--- src/rtl/mem_port_arbiter.sv ---
// Shares one memory port between instruction fetch and load/store, one transaction in flight.
// Latency: request accepted in N, issued from N+1, response routed combinationally with mem_rsp_valid_i.
module mem_port_arbiter #(
    parameter int XLEN         = 32,
    parameter int STARVE_LIMIT = 4
) (
    input  logic            clk_i,
    input  logic            rst_i,
    input  logic            if_req_valid_i,
    output logic            if_req_ready_o,
    input  logic [XLEN-1:0] if_addr_i,
    input  logic            if_kill_i,
    output logic            if_rsp_valid_o,
    output logic [XLEN-1:0] if_rdata_o,
    input  logic            ls_req_valid_i,
    output logic            ls_req_ready_o,
    input  logic [XLEN-1:0] ls_addr_i,
    input  logic            ls_we_i,
    input  logic [XLEN-1:0] ls_wdata_i,
    input  logic [3:0]      ls_wstrb_i,
    output logic            ls_rsp_valid_o,
    output logic [XLEN-1:0] ls_rdata_o,
    output logic            mem_req_valid_o,
    input  logic            mem_req_ready_i,
    output logic [XLEN-1:0] mem_addr_o,
    output logic [XLEN-1:0] mem_wdata_o,
    output logic            mem_we_o,
    output logic [3:0]      mem_wstrb_o,
    input  logic            mem_rsp_valid_i,
    input  logic [XLEN-1:0] mem_rdata_i
);

    localparam logic [1:0] ST_IDLE  = 2'd0;
    localparam logic [1:0] ST_ISSUE = 2'd1;
    localparam logic [1:0] ST_WAIT  = 2'd2;
    localparam logic       OWN_LS   = 1'b0;
    localparam logic       OWN_IF   = 1'b1;
    localparam logic [3:0] LIMIT    = 4'(STARVE_LIMIT);

    logic [1:0]      state;
    logic            owner;
    logic            drop;
    logic [3:0]      starve_cnt;
    logic [XLEN-1:0] addr_q;
    logic [XLEN-1:0] wdata_q;
    logic            we_q;
    logic [3:0]      wstrb_q;

    logic in_idle;
    logic grant_if;
    logic grant_ls;
    logic rsp_hit;

    // Grants are suppressed while reset is asserted so no handshake is lost to reset.
    always_comb begin
        in_idle  = (state == ST_IDLE) && !rst_i;
        grant_if = in_idle && if_req_valid_i && (!ls_req_valid_i || starve_cnt == LIMIT);
        grant_ls = in_idle && ls_req_valid_i && !grant_if;
        rsp_hit  = (state == ST_WAIT) && mem_rsp_valid_i;
    end

    always_ff @(posedge clk_i) begin
        if (rst_i) begin
            state      <= ST_IDLE;
            owner      <= OWN_LS;
            drop       <= 1'b0;
            starve_cnt <= '0;
            addr_q     <= '0;
            wdata_q    <= '0;
            we_q       <= 1'b0;
            wstrb_q    <= '0;
        end else begin
            case (state)
                ST_IDLE: begin
                    if (grant_if) begin
                        addr_q     <= if_addr_i;
                        wdata_q    <= '0;
                        we_q       <= 1'b0;
                        wstrb_q    <= '0;
                        owner      <= OWN_IF;
                        drop       <= 1'b0;
                        starve_cnt <= '0;
                        state      <= ST_ISSUE;
                    end else if (grant_ls) begin
                        addr_q  <= ls_addr_i;
                        wdata_q <= ls_wdata_i;
                        we_q    <= ls_we_i;
                        wstrb_q <= ls_wstrb_i;
                        owner   <= OWN_LS;
                        drop    <= 1'b0;
                        if (if_req_valid_i && starve_cnt != LIMIT)
                            starve_cnt <= starve_cnt + 4'd1;
                        state   <= ST_ISSUE;
                    end
                end
                ST_ISSUE: begin
                    if (owner == OWN_IF && if_kill_i)
                        drop <= 1'b1;
                    if (mem_req_ready_i)
                        state <= ST_WAIT;
                end
                ST_WAIT: begin
                    if (owner == OWN_IF && if_kill_i)
                        drop <= 1'b1;
                    if (mem_rsp_valid_i)
                        state <= ST_IDLE;
                end
                default: state <= ST_IDLE;
            endcase
        end
    end

    // A kill arriving in the response cycle itself must also swallow the fetch data.
    always_comb begin
        if_req_ready_o  = grant_if;
        ls_req_ready_o  = grant_ls;
        mem_req_valid_o = (state == ST_ISSUE);
        mem_addr_o      = addr_q;
        mem_wdata_o     = wdata_q;
        mem_we_o        = we_q;
        mem_wstrb_o     = wstrb_q;
        if_rsp_valid_o  = rsp_hit && (owner == OWN_IF) && !drop && !if_kill_i;
        ls_rsp_valid_o  = rsp_hit && (owner == OWN_LS);
        if_rdata_o      = if_rsp_valid_o ? mem_rdata_i : '0;
        ls_rdata_o      = (ls_rsp_valid_o && !we_q) ? mem_rdata_i : '0;
    end

endmodule

--- config.mk ---
export PLATFORM = sky130hd
export DESIGN_NAME = mem_port_arbiter
export DESIGN_NICKNAME = d
export VERILOG_FILES = /design/src/rtl/mem_port_arbiter.sv
export SDC_FILE = /design/constraint.sdc
export NUM_CORES = 1
export LEC_CHECK = 0
export BUFFER_PORTS_ARGS = -buffer_cell sky130_fd_sc_hd__buf_4
export CAP_MARGIN = 20
export CORE_ASPECT_RATIO = 1.75
export CORE_MARGIN = 5
export CORE_UTILIZATION = 38
export CTS_BUF_LIST = sky130_fd_sc_hd__clkbuf_4 sky130_fd_sc_hd__clkbuf_8
export DETAILED_ROUTE_END_ITERATION = 12
export GPL_ROUTABILITY_DRIVEN = 0
export PLACE_DENSITY_LB_ADDON = 0.12
export SLEW_MARGIN = 10
export SYNTH_ARGS = -nofsm -noshare
export SYNTH_HDL_FRONTEND = slang
export SYNTH_SLANG_ARGS = --single-unit
--- constraint.sdc ---
create_clock -name clk_i -period 1.4 [get_ports clk_i]
set_input_delay 0.07 -clock clk_i [delete_from_list [all_inputs] [get_ports clk_i]]
set_output_delay 0.07 -clock clk_i [all_outputs]
set_load 0.01 [all_outputs]
; Word level (Yosys, flattened, before mapping)
; Index checks and enable logic that the tools add are counted.
; Widths: inputs -> output; s select.
[op_classes]
eq_ne = 8
addsub = 1
n_reduce_logical = 29
mux = 23
n_bitwise = 1
[op_table]
columns = cell, count
row1 = $mux 32, 6
row2 = $mux 4, 5
row3 = $logic_and 1x1->1, 13
row4 = $reduce_and 3->1, 3
row5 = $mux 2, 4
row6 = $logic_not 1->1, 6
row7 = $mux 1, 6
row8 = $pmux 2 s3, 1
row9 = $reduce_bool 2->1, 3
row10 = $add 4x1->4 const B, 1
row11 = $eq 4x3->1 const B, 1
row12 = $ne 2x1->1 const B, 2
row13 = $ne 4x3->1 const B, 1
row14 = $ne 3x3->1 const B, 1
row15 = $eq 2x1->1 const B, 1
row16 = $eq 2x2->1 const B, 1
row17 = $logic_not 2->1, 1
row18 = $ne 2x2->1 const B, 1
row19 = $pmux 1 s2, 1
row20 = $reduce_and 2->1, 1
row21 = $reduce_or 2->1, 1
row22 = $logic_or 1x1->1, 1
row23 = $not 1->1, 1
[word_totals]
register_bits = 77

; Depth between registers and ports, before layout
; Gate-level depths: netlist (run 1).
[depth]
word_depth = 9
mapped_depth = 7
depth_no_buf = 5

; Worst setup path before layout (run 1)
; No wires, ideal clock.
[synth_path]
kind = reg-to-reg
from = reg starve_cnt[0]
to = reg addr_q[10] (netlist: mem_addr_o[10])
t_arrival_ns = 1.437
path_buffers = 1
required_ns = 1.281
setup_slack_ns = -0.156
stages_incl_launch_ff = 7
synth_period_minus_slack_ns = 1.556
setup_time_ns = 0.119
path_cell_list = dfxtp_1 inv_1 ha_1 and3b_1 a21o_1 buf_6 o221a_2
[synth_between]
elab_chain_cells = 7
elab_cells_between_ends = 8
[synth_rtl]
columns = element, line
row1 = start: declaration, 43  ; logic [3:0] starve_cnt;
row2 = start signal: assignment, 92  ; starve_cnt <= starve_cnt + 4'd1;
row3 = $eq 4x3->1 *, 57  ; grant_if = in_idle && if_req_valid_i && (!ls_req_valid_i || starve_cnt == LIMIT);
row4 = $logic_or 1x1->1 *, 57
row5 = $logic_and 1x1->1 *, 57
row6 = $logic_not 1->1, 58  ; grant_ls = in_idle && ls_req_valid_i && !grant_if;
row7 = $logic_and 1x1->1, 58
row8 = $reduce_bool 2->1 (no source line), -
row9 = $reduce_and 2->1 (no source line), -
row10 = end signal: assignment, 76  ; addr_q <= if_addr_i;
row11 = end signal: assignment, 85  ; addr_q <= ls_addr_i;
row12 = end: declaration, 44  ; logic [XLEN-1:0] addr_q;
; Every way passes the cells marked *; elsewhere a longest branch is shown, timed or not.
; A chain may end at the register's enable or synchronous reset.

; Worst setup path after layout (run 1)
[layout_path]
from = reg state[0]
to = out if_rdata_o[17]
[layout_between]
elab_chain_cells = 6
[layout_rtl]
columns = element, line
row1 = start: declaration, 40  ; logic [1:0] state;
row2 = start signal: assignment, 64  ; state <= ST_IDLE;
row3 = start signal: assignment, 83  ; state <= ST_ISSUE;
row4 = start signal: assignment, 93  ; state <= ST_ISSUE;
row5 = $eq 2x2->1, 59  ; rsp_hit = (state == ST_WAIT) && mem_rsp_valid_i;
row6 = $logic_and 1x1->1, 59
row7 = $logic_and 1x1->1 (3 in a row), 122  ; if_rsp_valid_o = rsp_hit && (owner == OWN_IF) && !drop && !if_kill_i;
row8 = $mux 32, 124  ; if_rdata_o = if_rsp_valid_o ? mem_rdata_i : '0;
row9 = end: declaration, 14  ; output logic [XLEN-1:0] if_rdata_o,
; No other way between the ends.

==> metrics.csv, run 1 <==
metric,value,unit
outcome,"complete, but fails checks",
failing checks,negative setup slack,
vias,5084,
Layout Area Growth over Synthesis,135.9,%
first-pass GRT wire length,29.42,mm
Hold WC Path Type,primary input to flip-flop,
clk root buf,clkbuf_8,
maxcap violations,0,
via/cell ratio,5.409,
Final Max Tran Viols,0,
Synth Cell Area,3745,um^2
RSZ-0062 raised after global routing,true,
post-DP HPWL,10.72,mm
core area,9789,um^2
crit path DAT,1.80,ns
CTS tree,built,
final WL,22.18,mm
sinks on the clock net,77,
deepest clock path buffer count,2,
Slowest cell on crit path,dfxtp_4,
Fin. Hold Viols,0,
# H-tree levels,3,
Tot GR Track Use,0.3117,
layout cells sized above 1,0.6405,
number of global-route vias before repair,5382,
syn nets,551,
Synth top area share,0.4116,
Post-route DRC,0,
initial core utilization,0.3825,
CP most frequent cell,buf_6,
register area,1551,um^2
die width,85.04,um
Tightest Pin Transition,0.4994,ns
DRT iter0 DRCs,269,
Post-DRT Antenna Nets,0,
LEAKAGE,4.104,nW
Clock Latency Late Sink,0.37,ns
"flops & latches, synth",77,
startpoint types,flip-flop,
cell taking the most area after synthesis,dfxtp_1,
Setup WS post-layout,-0.4672,ns
final clock skew,0.02317,ns
fin crit share,1.334,
pin count of the biggest net entering global routing,78,
Synth area leaders,"dfxtp_1 41%, and2_1 11%, mux2i_1 10%",
Worst VDD drop,0.001177,V
wire length per cell after detailed routing,23.60,um
Yosys Warn Count,0,
kind of cell with the highest combined delay on the critical path,buffers and inverters,
height of the chip,141.3,um
Ports,278,
post-synth cell types,29,
TNS Setup,-47.25,ns
total CTS buffers,9,
port bufs,277,
post-synthesis instance total,404,
"Clk pin slew, worst setup/hold paths",0.08,ns
sequential area share after synthesis,0.4116,
row cnt,48,
Crit. End Element,output port,
total grt overflow,0,
fillcell total,397,
worst path cell trace,"inv_4, ha_4, nand2_4, nor4b_4, buf_6, clkbuf_16, and2_4, buf_6",
number of diodes,0,
Worst EP required,1.33,ns
CP Buf/Inv Count,4,
Worst Path Max Fanout,8,
syn avg cell area,9.269,um^2
dpl cells,799,
first-pass iteration count of the detailed router,5,
Final Net Count,958,
initial antenna violation count,0,
Final min period,1.867,ns
Worst path max stage delay,0.36,ns
Rel. slew slack,0.6671,
"most common cell after layout, fill and taps aside",buf_4,
Fmax achieved,535.6,MHz
Non-Filler Instances,940,
# setup viols final,145,
most frequent cells in the layout,"235 x buf_4, 85 x dlygate4sd3_1, 74 x buf_6",
crit path kind,flip-flop to output port,
PD cells,1369,nW/um^2
DIE AREA,12020,um^2
area of the multi-input gates,2577,um^2
[metal layers]
metal | GRT usage | part of all wire | wire [um] | vias up
li1 | - | - | - | 2231
met1 | 0.3206 | 0.34 | 7512 | 2454
met2 | 0.5787 | 0.54 | 11950 | 316
met3 | 0.07263 | 0.072 | 1591 | 83
met4 | 0.1510 | 0.051 | 1131 | 0
met5 | 0 | 0 | 0 | -
[registers in the layout (all words and copies together), names as in the netlist]
register and cells:
drop 1, mem_we_o 1, owner 1, mem_wstrb_o 4, starve_cnt 4, mem_wdata_o 32
state 2, mem_addr_o 32
[repair_timing]
item | in CTS | in global routing
gates cloned | 13 | 5
gates resized for setup | 124 | 98
pin swaps | 29 | 48
endpoints found under the hold margin | 53 | 0
endpoints found under the setup margin | 107 | 146
hold buffers | 85 | 0
buffers inserted | 19 | 9
[synth_stat cells (all sizes together)]
library cell / count
dfxtp: 77
and2: 65
inv: 40
mux2i: 39
nor3: 38
a21oi: 37
o221a: 33
buf: 19
clkbuf: 14
nand2: 12
ha: 7
nand3: 3
nand4: 3
nor2: 3
o21ai: 3
a31oi: 2
nand4b: 2
a21o: 1
a222oi: 1
and3b: 1
and4b: 1
and4bb: 1
nand3b: 1
nor4b: 1
[through the flow]
| step | total power, mW | hold slack [ns] | cell area, um^2 | util | worst slack [ns] |
|---|---|---|---|---|---|
| 6_report | 12.09 | 0.01155 | 8835 | 0.9025 | -0.4672 |
| 5_1_grt | 12.55 | 0.02447 | 8835 | 0.9025 | -0.5177 |
| 4_1_cts | 11.05 | 0.001406 | 8328 | 0.8507 | -0.4432 |
| 3_5_place_dp | 7.452 | 0.3385 | 6241 | 0.6375 | -0.08008 |
| 3_3_place_gp | 7.323 | 0.3340 | 6241 | 0.6375 | -0.04779 |
| 2_1_floorplan | 5.444 | 0.2501 | 3913 | - | -0.03988 |
[final cells by class]
| type | instances | share of cell area |
|---|---|---|
| Timing Repair Buffer | 429 | 0.4787 |
| Multi-Input combinational cell | 254 | 0.2917 |
| Sequential cell | 77 | 0.1756 |
| Tap cell | 125 | 0.01770 |
| Inverter | 40 | 0.01728 |
| Clock buffer | 10 | 0.01487 |
| Clock inverter | 5 | 0.004107 |
[path summary, 6_finish.rpt]
path	end	depth (start not counted)	slack, ns	start
worst max-delay path	if_rdata_o[17]	8	-0.47	state[0]
worst min-delay path	mem_wdata_o[26]	3	0.01	ls_wdata_i[26]
worst max register to register	mem_wdata_o[8]	10	-0.45	state[0]
worst min register to register	state[1]	2	0.53	state[1]
[cells by family (layout without fill, tap and decap cells)]
| family | Yosys count | count (layout) | synth area share |
|---|---|---|---|
| AOI/OAI and AO/OA | 77 | 77 | 0.1657 |
| buffers and inverters | 73 | 484 | 0.09255 |
| and+or+nand+nor | 131 | 131 | 0.2025 |
| adders and majority gates | 7 | 7 | 0.02339 |
| muxes | 39 | 39 | 0.1042 |
| DFF | 77 | 77 | 0.4116 |
[power by group]
group / switching (mW) / internal [mW] / total (mW) / leakage, nW
Combinational: 3.25 / 4.16 / 7.41 / 3.38
Sequential: 0.400 / 2.75 / 3.15 / 0.638
Clock: 0.878 / 0.661 / 1.54 / 0.0899
Total: 4.53 / 7.57 / 12.1 / 4.10
[worst register-to-register path, delay by kind of cell (launching register included)]
| family | cells | cell delay, ns |
|---|---|---|
| adders and majority gates | 1 | 0.17 |
| muxes | 1 | 0.25 |
| DFF | 1 | 0.37 |
| AOI/OAI and AO/OA | 1 | 0.10 |
| and+or+nand+nor | 1 | 0.08 |
| buffers and inverters | 6 | 0.77 |
(Power assumes the default switching activity.)
==> run 2: changes to the inputs <==
==> constraint.sdc (replaced) <==
create_clock -name clk_i -period 1.4 [get_ports clk_i]
set_input_delay 0.21 -clock clk_i [delete_from_list [all_inputs] [get_ports clk_i]]
set_output_delay 0.21 -clock clk_i [all_outputs]
set_load 0.01 [all_outputs]
==> run 2 against run 1 <==
The run still ends with negative setup slack left. Sequential share of layout area up 1.0 points. Sequential power is 2% lower. Total power increased by 7.7%. Largest power group unchanged.
==> metrics.csv, run 2 (synthesis gave the netlist of run 1 again) <==
metric,value,unit
maxcap violations,0,
vias,4585,
failing checks,negative setup slack,
post-DP HPWL,11.23,mm
Rel. slew slack,0.5782,
Final min period,2.066,ns
Clock Latency Late Sink,0.37,ns
PD cells,1562,nW/um^2
area of the multi-input gates,2919,um^2
CP Buf/Inv Count,4,
worst path cell trace,"inv_2, ha_4, nand2_4, nor4b_4, buf_6, buf_12, and2_4, buf_6",
first-pass GRT wire length,26.99,mm
Worst path max stage delay,0.33,ns
final clock skew,0.01452,ns
LEAKAGE,3.839,nW
Fmax achieved,484.1,MHz
DIE AREA,12020,um^2
crit path kind,flip-flop to output port,
"Clk pin slew, worst setup/hold paths",0.09,ns
Setup WS post-layout,-0.6655,ns
Layout Area Growth over Synthesis,122.6,%
Crit. End Element,output port,
Crit Reg-Reg Startpoint,state[1],
critical path depth,8,
Post-DRT Antenna Nets,0,
number of diodes,0,
deepest clock path buffer count,2,
Worst VDD drop,0.001528,V
outcome,"complete, but fails checks",
DRT iter0 DRCs,254,
total grt overflow,0,
# H-tree levels,3,
RSZ-0062 raised after global routing,true,
port bufs,277,
R2R cell count,10,
Min-Delay Startpoint,if_addr_i[1],
Fin. Hold Viols,0,
pin count of the biggest net entering global routing,78,
number of global-route vias before repair,4774,
CP most frequent cell,buf_6,
final WL,19.49,mm
Slowest cell on crit path,dfxtp_2,
clk root buf,clkbuf_8,
core area,9789,um^2
Tightest Pin Transition,0.6327,ns
layout cells sized above 1,0.7143,
Worst EP required,1.19,ns
Worst Path Max Fanout,7,
row cnt,48,
fillcell total,494,
wire length per cell after detailed routing,22.48,um
fin crit share,1.475,
CTS tree,built,
crit path DAT,1.86,ns
first-pass iteration count of the detailed router,5,
initial core utilization,0.3825,
Worst Hold Depth,2,
initial antenna violation count,0,
Tot GR Track Use,0.2901,
"most common cell after layout, fill and taps aside",buf_4,
kind of cell with the highest combined delay on the critical path,simple AND/OR/NAND/NOR gates,
Ports,278,
Worst Hold End,mem_addr_o[1],
CP Launch Point,state[0],
startpoint types,flip-flop,
die width,85.04,um
Hold WC Path Type,primary input to flip-flop,
Post-route DRC,0,
Final Max Tran Viols,0,
Overall Power,13.02,mW
total CTS buffers,9,
via/cell ratio,5.288,
# setup viols final,146,
R2R Path End,state[0],
hold_ws,0.09552,ns
most frequent cells in the layout,"267 x buf_4, 73 x dfxtp_1, 57 x buf_6",
Hold Buf Count CTS,0,
Place WS,-0.2582,ns
flop2flop setup slack,-0.49,ns
sinks on the clock net,77,
register area,1549,um^2
Final Net Count,884,
height of the chip,141.3,um
run 2: cell types whose count changed in the layout (fill, tap and decap cells not counted), moves of 11 or more:
cell	previous run	this run
nor3_1	33	18
o221a_2	14	3
a21oi_2	17	5
buf_6	74	57
and2_4	65	31
and2_1	0	34
nor3_2	4	17
a21oi_4	13	30
dlygate4sd3_1	85	0
buf_4	235	267
o221a_4	19	30
run 2: final cells by class:
class,instances,area share
timing repair buffer,354,0.3997
multi-input combinational,255,0.3501
sequential,77,0.1858
tap,125,0.01876
inverter,40,0.01831
clock buffer,11,0.01741
clock inverter,5,0.009905
run 2: worst reg2reg max path, cell delays in order (launching register included):
cell	delay [ns]
dfxtp_4	0.37
buf_6	0.09
buf_6	0.09
inv_4	0.04
ha_4	0.16
buf_6	0.11
buf_6	0.12
buf_4	0.14
a222oi_1	0.31
buf_4	0.20
mux2i_1	0.18
run 2: how the worst max path moves through the flow:
stage                     slack, ns        endpoint
after floorplan               -0.13  if_rdata_o[10]
after global placement        -0.18  if_rdata_o[22]
after detailed placement      -0.26  if_rdata_o[22]
after CTS                     -0.60   if_rdata_o[1]
after global routing          -0.72   if_rdata_o[7]
final                         -0.67   if_rdata_o[7]
run 2: what timing repair did:
item,in CTS,in global routing
endpoints found under the setup margin,146,146
pin swaps,15,53
buffers inserted,29,16
resized for setup,133,129
cloned,18,2
run 2: power by group:
| part | total, mW | internal [mW] | switching (mW) | leakage, nW |
|---|---|---|---|---|
| Sequential | 3.10 | 2.74 | 0.360 | 0.638 |
| Combinational | 7.98 | 4.48 | 3.50 | 3.08 |
| Clock | 1.94 | 1.08 | 0.858 | 0.117 |
run 2: per-stage QoR:
stage / area (um^2) / cells / util / TNS (ns)
floorplan: 3896 / 404 / - / -9.566
global placement: 6250 / 805 / 0.6384 / -17.59
detailed placement: 6250 / 805 / 0.6384 / -23.23
CTS: 7825 / 866 / 0.7993 / -53.53
global route: 8337 / 867 / 0.8516 / -77.13
finish: 8337 / 867 / 0.8516 / -67.16
run 2: per-layer routing:
metal / global-route usage / share of wire
met5: 0 / 0
met4: 0.1568 / 0.055
met3: 0.06856 / 0.069
met2: 0.5279 / 0.55
met1: 0.3002 / 0.33
==> run 3: changes to the inputs <==
--- a/config.mk
+++ b/config.mk
@@ -5,13 +5,12 @@
 export SDC_FILE = /design/constraint.sdc
 export NUM_CORES = 1
 export LEC_CHECK = 0
-export BUFFER_PORTS_ARGS = -buffer_cell sky130_fd_sc_hd__buf_4
 export CAP_MARGIN = 20
-export CORE_ASPECT_RATIO = 1.75
-export CORE_MARGIN = 5
-export CORE_UTILIZATION = 38
+export CORE_AREA = 5 5 106 108
 export CTS_BUF_LIST = sky130_fd_sc_hd__clkbuf_4 sky130_fd_sc_hd__clkbuf_8
 export DETAILED_ROUTE_END_ITERATION = 12
+export DIE_AREA = 0 0 111 113
+export DONT_BUFFER_PORTS = 1
 export GPL_ROUTABILITY_DRIVEN = 0
 export PLACE_DENSITY_LB_ADDON = 0.12
 export SLEW_MARGIN = 10
==> run 3 against run 2 <==
The run still ends with negative setup slack left. Hold slack got worse by 0.075 ns. Register-to-register slack improved by 0.27 ns. Total power decreased by 20%. Design area decreased by 28%. Die area increased by 4.4%.
==> metrics.csv, run 3 (synthesis gave the netlist of run 1 again) <==
metric,value,unit
outcome,"complete, but fails checks",
failing checks,negative setup slack,
switching pwr,3.783,mW
sinks on the clock net,77,
wire length per cell after detailed routing,23.82,um
initial core utilization,0.3694,
Slowest cell on crit path,dfxtp_2,
pin count of the biggest net entering global routing,45,
post-DP HPWL,8.508,mm
height of the chip,113,um
# setup viols final,142,
Clk network pwr share,0.179,
Post-DRT Antenna Nets,0,
total grt overflow,0,
Clock Latency Late Sink,0.35,ns
final clock skew,0.01370,ns
met3 usage,0.06738,
Post-route DRC,0,
RSZ-0062 raised after global routing,true,
DIE AREA,12540,um^2
total CTS buffers,9,
CP Buf/Inv Count,3,
Rel. slew slack,0.3938,
Most Crowded Layer GR,met2,
Sw Ratio,0.3631,
Non-Filler Instances,600,
Final Max Tran Viols,0,
number of diodes,0,
final WL,14.29,mm
row cnt,37,
"Clk pin slew, worst setup/hold paths",0.09,ns
Overall Power,10.42,mW
die width,111,um
# H-tree levels,3,
Fin. Hold Viols,0,
Final Net Count,607,
vias,3369,
Worst path max stage delay,0.33,ns
final core utilization,0.5892,
maxcap violations,0,
Fmax achieved,527.2,MHz
CTS tree,built,
Setup WS post-layout,-0.4967,ns
Final min period,1.897,ns
initial antenna violation count,0,
LEAKAGE,2.368,nW
Tot GR Track Use,0.1944,
register share of total power,0.329,
Layout Area Growth over Synthesis,59.51,%
crit path kind,flip-flop to output port,
Worst Path Max Fanout,8,
Power Internal,6.636,mW
core area,10140,um^2
first-pass iteration count of the detailed router,4,
via/cell ratio,5.615,
Ports,278,
Tightest Pin Transition,0.9063,ns
fillcell total,837,
M2 GR Usage,0.3584,
Crit. End Element,output port,
"most common cell after layout, fill and taps aside",dfxtp_1,
first-pass GRT wire length,19.26,mm
Hold WC Path Type,primary input to flip-flop,
Worst EP required,1.19,ns
Place WS,-0.2081,ns
layout cells sized above 1,0.5797,
number of global-route vias before repair,3303,
PD cells,1744,nW/um^2
port bufs,0,
dpl cells,534,
clk root buf,clkbuf_8,
DRT iter0 DRCs,182,
M1 GR Usage,0.2010,
most frequent cells in the layout,"73 x dfxtp_1, 65 x and2_4, 36 x inv_1",
deepest clock path buffer count,2,
crit path DAT,1.69,ns
combinational power share,0.492,
kind of cell with the highest combined delay on the critical path,simple AND/OR/NAND/NOR gates,
worst path cell trace,"inv_2, ha_4, nand2_4, nor4b_4, buf_6, clkbuf_16, and2_4",
startpoint types,flip-flop,
Worst VDD drop,0.0008673,V
fin crit share,1.355,
-- run 3: changes by cell type in the layout (fill, tap and decap cells not counted), sizes merged --
cell,change
buf,-293
dlygate4sd3,+12
clkinv,-2
clkinvlp,+2
clkbuf,+3
-- run 3: timing repair --
item,in CTS,in global routing
gates cloned,10,9
buffers inserted,17,11
hold buffers,3,10
resized for setup,109,110
endpoints found under the hold margin,46,16
pin swaps,22,21
setup endpoints to repair,145,146
-- run 3: worst reg2reg max path, delay by kind of cell (launching register included) --
family / cells / cell delay [ns]
fa+ha+maj: 1 / 0.14
compound gates: 3 / 0.47
flops: 1 / 0.33
buf+inv: 5 / 0.65
-- run 3: worst paths after layout --
kind                 from              to  slack, ns  depth (start not counted)
max              state[0]  if_rdata_o[28]      -0.50                          7
max reg2reg      state[0]   mem_addr_o[8]      -0.22                          9
min reg2reg      state[1]        state[1]       0.52                          2
min          if_addr_i[9]   mem_addr_o[9]       0.02                          1
-- run 3: stage by stage --
stage	TNS [ns]	hold WS, ns	cell area, um^2
6_report	-42.07	0.02014	5973
3_5_place_dp	-13.95	0.2870	4159
4_1_cts	-44.76	0.00005501	5306
2_1_floorplan	-9.566	0.3901	3896
3_3_place_gp	-10.30	0.2828	4159
5_1_grt	-50.08	0.0002217	5973
-- run 3: area by class of cell --
type,instances,area [um^2],share of cell area
multi-input cells,255,2814,0.4711
flip-flops and latches,77,1549,0.2593
repair buffers,77,1072,0.1795
well taps,136,170.2,0.02849
inverters,40,152.6,0.02556
clock buffers,10,131.4,0.02199
clock inverters,5,83.83,0.01403
-- run 3: routing by layer --
layer / part of all wire / vias up / wire, um
met3: 0.079 / 30 / 1130
met2: 0.54 / 167 / 7707
met4: 0.029 / 0 / 410
li1: - / 1529 / -
met1: 0.35 / 1643 / 5043
met5: 0 / - / 0
-- run 3: power groups by stage --
| stage | sequential [mW] | clock [mW] | combinational (mW) |
|---|---|---|---|
| floorplan | 3.29 | 0 | 2.12 |
| global placement | 3.44 | 0 | 2.69 |
| detailed placement | 3.43 | 0 | 2.75 |
| CTS | 3.40 | 1.94 | 4.48 |
| global route | 3.48 | 2.02 | 5.45 |
| finish | 3.43 | 1.87 | 5.12 |
